==> src/rtl/nvme_host_lite_master.sv <==
// Single-outstanding AXI4-Lite master: turns a valid/ready request into AW/W/B or AR/R
// sequences towards the NVMe host slave port, with a sticky stall monitor.
module nvme_host_lite_master #(
    parameter int ADDR_BITS      = 32,
    parameter int TIMEOUT_CYCLES = 1024
) (
    input  logic                 axi_aclk,
    input  logic                 axi_aresetn,
    input  logic                 req_valid,
    output logic                 req_ready,
    input  logic                 req_write,
    input  logic [ADDR_BITS-1:0] req_addr,
    input  logic [31:0]          req_wdata,
    input  logic [3:0]           req_wstrb,
    output logic                 rsp_valid,
    input  logic                 rsp_ready,
    output logic [31:0]          rsp_rdata,
    output logic [1:0]           rsp_resp,
    output logic                 rsp_timeout,
    output logic [ADDR_BITS-1:0] m_axi_awaddr,
    output logic                 m_axi_awvalid,
    input  logic                 m_axi_awready,
    output logic [31:0]          m_axi_wdata,
    output logic [3:0]           m_axi_wstrb,
    output logic                 m_axi_wvalid,
    input  logic                 m_axi_wready,
    input  logic [1:0]           m_axi_bresp,
    input  logic                 m_axi_bvalid,
    output logic                 m_axi_bready,
    output logic [ADDR_BITS-1:0] m_axi_araddr,
    output logic                 m_axi_arvalid,
    input  logic                 m_axi_arready,
    input  logic [31:0]          m_axi_rdata,
    input  logic [1:0]           m_axi_rresp,
    input  logic                 m_axi_rvalid,
    output logic                 m_axi_rready,
    output logic                 busy
);

    localparam int CNT_W = (TIMEOUT_CYCLES > 0) ? $clog2(TIMEOUT_CYCLES + 1) : 1;
    localparam logic [CNT_W-1:0] TO_VAL = CNT_W'(TIMEOUT_CYCLES);
    localparam logic [CNT_W-1:0] CNT_MAX = {CNT_W{1'b1}};
    localparam logic [ADDR_BITS-1:0] ALIGN_MASK = {{(ADDR_BITS-2){1'b1}}, 2'b00};

    typedef enum logic [2:0] {
        ST_IDLE    = 3'd0,
        ST_WR_AW_W = 3'd1,
        ST_WR_B    = 3'd2,
        ST_RD_AR   = 3'd3,
        ST_RD_R    = 3'd4,
        ST_RSP     = 3'd5
    } state_t;

    state_t                 state_r;
    state_t                 state_s;
    logic [ADDR_BITS-1:0]   addr_r;
    logic [31:0]            wdata_r;
    logic [3:0]             wstrb_r;
    logic                   aw_done_r;
    logic                   w_done_r;
    logic [31:0]            rsp_rdata_r;
    logic [1:0]             rsp_resp_r;
    logic                   rsp_timeout_r;
    logic [CNT_W-1:0]       stall_cnt_r;
    logic                   stall_flag_r;
    logic                   accept_s;
    logic                   aw_hs_s;
    logic                   w_hs_s;
    logic                   active_s;
    logic                   stall_hit_s;

    assign accept_s    = (state_r == ST_IDLE) && req_valid;
    assign aw_hs_s     = m_axi_awvalid && m_axi_awready;
    assign w_hs_s      = m_axi_wvalid && m_axi_wready;
    assign active_s    = (state_r == ST_WR_AW_W) || (state_r == ST_WR_B) ||
                         (state_r == ST_RD_AR)   || (state_r == ST_RD_R);
    assign stall_hit_s = (TIMEOUT_CYCLES != 0) && (stall_cnt_r == TO_VAL);

    // State register
    always_ff @(posedge axi_aclk or negedge axi_aresetn) begin
        if (!axi_aresetn) begin
            state_r <= ST_IDLE;
        end else begin
            state_r <= state_s;
        end
    end

    // Next-state logic
    always_comb begin
        state_s = state_r;
        case (state_r)
            ST_IDLE: begin
                if (req_valid) state_s = req_write ? ST_WR_AW_W : ST_RD_AR;
                else           state_s = ST_IDLE;
            end
            ST_WR_AW_W: begin
                if ((aw_done_r || aw_hs_s) && (w_done_r || w_hs_s)) state_s = ST_WR_B;
                else                                                 state_s = ST_WR_AW_W;
            end
            ST_WR_B: begin
                if (m_axi_bvalid) state_s = ST_RSP;
                else              state_s = ST_WR_B;
            end
            ST_RD_AR: begin
                if (m_axi_arready) state_s = ST_RD_R;
                else               state_s = ST_RD_AR;
            end
            ST_RD_R: begin
                if (m_axi_rvalid) state_s = ST_RSP;
                else              state_s = ST_RD_R;
            end
            ST_RSP: begin
                if (rsp_ready) state_s = ST_IDLE;
                else           state_s = ST_RSP;
            end
            default: state_s = ST_IDLE;
        endcase
    end

    // Handshake outputs decoded from registered state and per-channel done flags
    always_comb begin
        req_ready     = (state_r == ST_IDLE);
        m_axi_awvalid = (state_r == ST_WR_AW_W) && !aw_done_r;
        m_axi_wvalid  = (state_r == ST_WR_AW_W) && !w_done_r;
        m_axi_bready  = (state_r == ST_WR_B);
        m_axi_arvalid = (state_r == ST_RD_AR);
        m_axi_rready  = (state_r == ST_RD_R);
        rsp_valid     = (state_r == ST_RSP);
        busy          = (state_r != ST_IDLE);
    end

    assign m_axi_awaddr = addr_r;
    assign m_axi_araddr = addr_r;
    assign m_axi_wdata  = wdata_r;
    assign m_axi_wstrb  = wstrb_r;
    assign rsp_rdata    = rsp_rdata_r;
    assign rsp_resp     = rsp_resp_r;
    assign rsp_timeout  = rsp_timeout_r;

    // Request capture, channel completion tracking and response capture
    always_ff @(posedge axi_aclk or negedge axi_aresetn) begin
        if (!axi_aresetn) begin
            addr_r        <= {ADDR_BITS{1'b0}};
            wdata_r       <= 32'd0;
            wstrb_r       <= 4'd0;
            aw_done_r     <= 1'b0;
            w_done_r      <= 1'b0;
            rsp_rdata_r   <= 32'd0;
            rsp_resp_r    <= 2'd0;
            rsp_timeout_r <= 1'b0;
        end else begin
            case (state_r)
                ST_IDLE: begin
                    if (req_valid) begin
                        addr_r    <= req_addr & ALIGN_MASK;
                        wdata_r   <= req_wdata;
                        wstrb_r   <= req_wstrb;
                        aw_done_r <= 1'b0;
                        w_done_r  <= 1'b0;
                    end
                end
                ST_WR_AW_W: begin
                    if (aw_hs_s) aw_done_r <= 1'b1;
                    if (w_hs_s)  w_done_r  <= 1'b1;
                end
                ST_WR_B: begin
                    if (m_axi_bvalid) begin
                        rsp_rdata_r   <= 32'd0;
                        rsp_resp_r    <= m_axi_bresp;
                        rsp_timeout_r <= stall_flag_r || stall_hit_s;
                    end
                end
                ST_RD_R: begin
                    if (m_axi_rvalid) begin
                        rsp_rdata_r   <= m_axi_rdata;
                        rsp_resp_r    <= m_axi_rresp;
                        rsp_timeout_r <= stall_flag_r || stall_hit_s;
                    end
                end
                default: begin
                end
            endcase
        end
    end

    // Saturating stall counter and sticky timeout flag, both cleared on accept
    always_ff @(posedge axi_aclk or negedge axi_aresetn) begin
        if (!axi_aresetn) begin
            stall_cnt_r  <= {CNT_W{1'b0}};
            stall_flag_r <= 1'b0;
        end else if (accept_s) begin
            stall_cnt_r  <= {CNT_W{1'b0}};
            stall_flag_r <= 1'b0;
        end else begin
            if (active_s && (stall_cnt_r != CNT_MAX)) stall_cnt_r <= stall_cnt_r + CNT_W'(1);
            if (stall_hit_s) stall_flag_r <= 1'b1;
        end
    end

endmodule

==> config.mk <==
export PLATFORM = sky130hd
export DESIGN_NAME = nvme_host_lite_master
export DESIGN_NICKNAME = d
export VERILOG_FILES = /design/src/rtl/nvme_host_lite_master.sv
export SDC_FILE = /design/constraint.sdc
export NUM_CORES = 1
export LEC_CHECK = 0
export ABC_CLOCK_PERIOD_IN_PS = 2400
export CAP_MARGIN = 40
export CORE_ASPECT_RATIO = 0.7
export CORE_MARGIN = 5
export CORE_UTILIZATION = 41
export DETAILED_ROUTE_END_ITERATION = 12
export PLACE_DENSITY = 0.82
export SKIP_CTS_REPAIR_TIMING = 1
export SLEW_MARGIN = 0
export SYNTH_ARGS = -nofsm -noshare
export SYNTH_HDL_FRONTEND = slang
export SYNTH_SLANG_ARGS = --single-unit
export TNS_END_PERCENT = 20
==> constraint.sdc <==
create_clock -name axi_aclk -period 2.4 [get_ports axi_aclk]
set_clock_uncertainty 0.2 [all_clocks]
set_input_delay 0.48 -clock axi_aclk [delete_from_list [all_inputs] [get_ports axi_aclk]]
set_output_delay 0.48 -clock axi_aclk [all_outputs]
set_load 0.1 [all_outputs]
==> results of run 1 <==
[sequential cells by signal (all words and copies together), names as in the netlist]
name          cells
stall_cnt_r      11
rsp_rdata        32
rsp_resp          2
m_axi_wstrb       4
m_axi_araddr     30
w_done_r          1
stall_flag_r      1
aw_done_r         1
m_axi_wdata      32
state_r           3
rsp_timeout       1
[cell type report]
cell class	instances	area [µm²]	share of cell area (%)
Timing Repair Buffer	265	2420	29.8
Tap cell	162	203	2.50
Inverter	8	30.0	0.370
Clock inverter	11	173	2.13
Sequential cell	118	2960	36.4
Multi-Input combinational cell	398	1870	23.1
Clock buffer	21	460	5.68
[metrics by stage]
step / hold slack, ns / setup WS (ns) / TNS (ns) / cell area [µm²]
6_report: 0.274 / 0.0444 / 0 / 8110
5_1_grt: 0.298 / -0.0219 / -0.0367 / 8110
4_1_cts: -0.193 / -0.119 / -0.263 / 8090
3_5_place_dp: 0.242 / 0.287 / 0 / 7450
3_3_place_gp: 0.241 / 0.365 / 0 / 7450
2_1_floorplan: -0.0156 / -0.769 / -59.28 / 5270
[worst max-delay path: stages, from the launching register on]
cell,delay [ns]
dfrtp_2,0.48
or3_1,0.44
nor2_2,0.15
buf_12,0.19
[layout by cell type, fill, tap and decap left out, drive strengths merged, types with 3 or more instances in the layout]
master         instances
clkbuf                21
a21oi                  7
nor3                   6
mux2i                  6
nand2                273
inv                    9
conb                   4
or3                    3
nor2                  15
nor3b                  3
clkinvlp               4
nand4                  4
nor4                   6
buf                  154
o21ai                 40
nand3                  3
clkdlybuf4s50        110
bufinv                 4
dfrtp                118
[worst paths after layout]
path                                               end  depth (start not counted)  slack, ns
max                                      m_axi_awvalid                          3       0.04
min                        m_axi_wdata[25]$_DFFE_PN0P_                          2       0.27
max reg2reg                 stall_cnt_r[6]$_DFFE_PN0P_                          6       0.41
min reg2reg                m_axi_wdata[25]$_DFFE_PN0P_                          2       0.27
max in group asynchronous         state_r[1]$_DFF_PN0_                          3       1.01
min in group asynchronous  m_axi_araddr[2]$_DFFE_PN0P_                          2       0.36
[layer usage]
metal	global-route usage (%)	share of wire (%)	up-vias
met5	0	0	-
met4	6.13	1.6	0
met3	8.44	10	21
met2	32.3	48	214
met1	23.7	40	2190
li1	-	-	2290
[cells by family after synthesis]
kind of cell	Yosys count
AO/OA/AOI/OAI	64
flip-flops	118
adder cells (fa/ha/maj)	2
buffers and inverters	72
other	1
AND/OR/NAND/NOR	322
multiplexers	6
==> metrics.md, run 1 <==
| Metric | Value |
|---|---|
| Outcome | completed |
| Largest net degree at the start of global routing | 58 |
| GP Congestion | 0.908 |
| Max_slew headroom | 63.8% |
| Complex-gate fraction of the synthesized area | 7.39% |
| DR pass1 iterations | 4 |
| Cells after Synth | 585 |
| Diodes inserted | 0 |
| Post-layout util | 65.1% |
| Total GRT Usage | 19.7% |
| Slew Limit Fails | 0 |
| # rows | 34 |
| Post-Synth Simple-Gate Area | 25.6% |
| Most used DFF post-synth | dfrtp_1 |
| DRT iter0 DRCs | 241 |
| Dpl cells | 950 |
| Crit. End Element | output port |
| EDFF count, synth | 0 |
| Syn Area/Cell | 8.98 µm² |
| Root Buffer | clkbuf_16 |
| Die Ht | 105 µm |
| Area share of the largest cell type after synthesis | 56.2% |
| Most frequent cell after synthesis | nand2_1 |
| Synth area leaders | dfrtp_1 56%, nand2_1 20%, buf_4 5.3% |
| Worst EP arrival | 1.68 ns |
| Post-Syn Area | 5250 µm² |
| Overflow after GRT | 0 |
| Clock insertion delay at the later pin of the skew report | 0.40 ns |
| CP Launch Type | register |
| Max cap viols | 0 |
| CTS tree | built |
| Area share of xor/xnor cells in the synthesized design | 0% |
| Core box area | 12500 µm² |
| Final nets | 924 |
| Area grow syn2layout | 54.5% |
| Synth Register Bits | 118 |
| Via count of the first global-routing pass | 4839 |
| Final wirelength | 15.2 mm |
| RSZ-0062 raised after global routing | true |
| Fmax | 425 MHz |
| Initial Utilization | 42.1% |
| # IOs | 257 |
| First-pass GRT wire length | 24.6 mm |
| Clk slew on worst S/H paths | 0.05 ns |
| Final Non-Filler Cells | 983 |
| Req. time, crit path | 1.72 ns |
| Fin crit share | 98.2% |
| Sequential element share of the synthesized area | 56.2% |
| Synth top cells by count | 273 x nand2_1, 118 x dfrtp_1, 39 x o21ai_0 |
| Die X | 145 µm |
| Drt drc | 0 |
| Layout cells sized above 1 | 24.7% |
| Total Die Area | 15200 µm² |
| Longest Clk Path Bufs | 2 |
| Worst-path fanout max | 11 |
| Yosys Warn Count | 0 |
| Fill count | 982 |
| DR WL/cell | 15.4 µm |
| Setup violators final | 0 |
| Cell variety after synth | 48 |
| Clock tree sinks | 118 |
| Crit path time final | 2.36 ns |
| Initial antenna violation count | 0 |
| Post-Synth Adder-Cell Area | 0.477% |
| DR vias | 4715 |
| Htree depth | 4 |
| Post-synthesis mux area share | 1.14% |
| FF-to-FF Start | state_r[0]$_DFF_PN0_ |
| Crit path kind | register to output port |
| Main combinational cell family by area after synthesis | simple AND/OR/NAND/NOR gates |
| Worst-Margin Slew | 0.539 ns |
| CP Launch Point | state_r[2]$_DFF_PN0_ |
| Largest area contributor in the netlist | dfrtp_1 |
| Asr flop ratio synth | 100% |
| Antenna Nets Post-Route | 0 |
| Port-buffer cells | 250 |
| Hold Crit Start | m_axi_wdata[25]$_DFFE_PN0P_ |
| Dpl hpwl | 11.4 mm |
| CTS buffer count | 17 |
| Worst Hold Class | register to register |
| Vias/cell | 4.80 |
| Fin. Hold Viols | 0 |
Power of run 1 is not shown: default switching activity piles up to over one toggle a cycle in this logic, so the estimate is an artifact.
==> run 2, diff against run 1 <==
--- a/config.mk
+++ b/config.mk
@@ -10,6 +10,7 @@
 export CORE_ASPECT_RATIO = 0.7
 export CORE_MARGIN = 5
 export CORE_UTILIZATION = 41
+export CTS_CLUSTER_SIZE = 25
 export DETAILED_ROUTE_END_ITERATION = 12
 export PLACE_DENSITY = 0.82
 export SKIP_CTS_REPAIR_TIMING = 1
==> results of run 2 <==
No change in the layout: final DEF, timing and power equal those of run 1.
Power of run 2 is left out for the same reason.
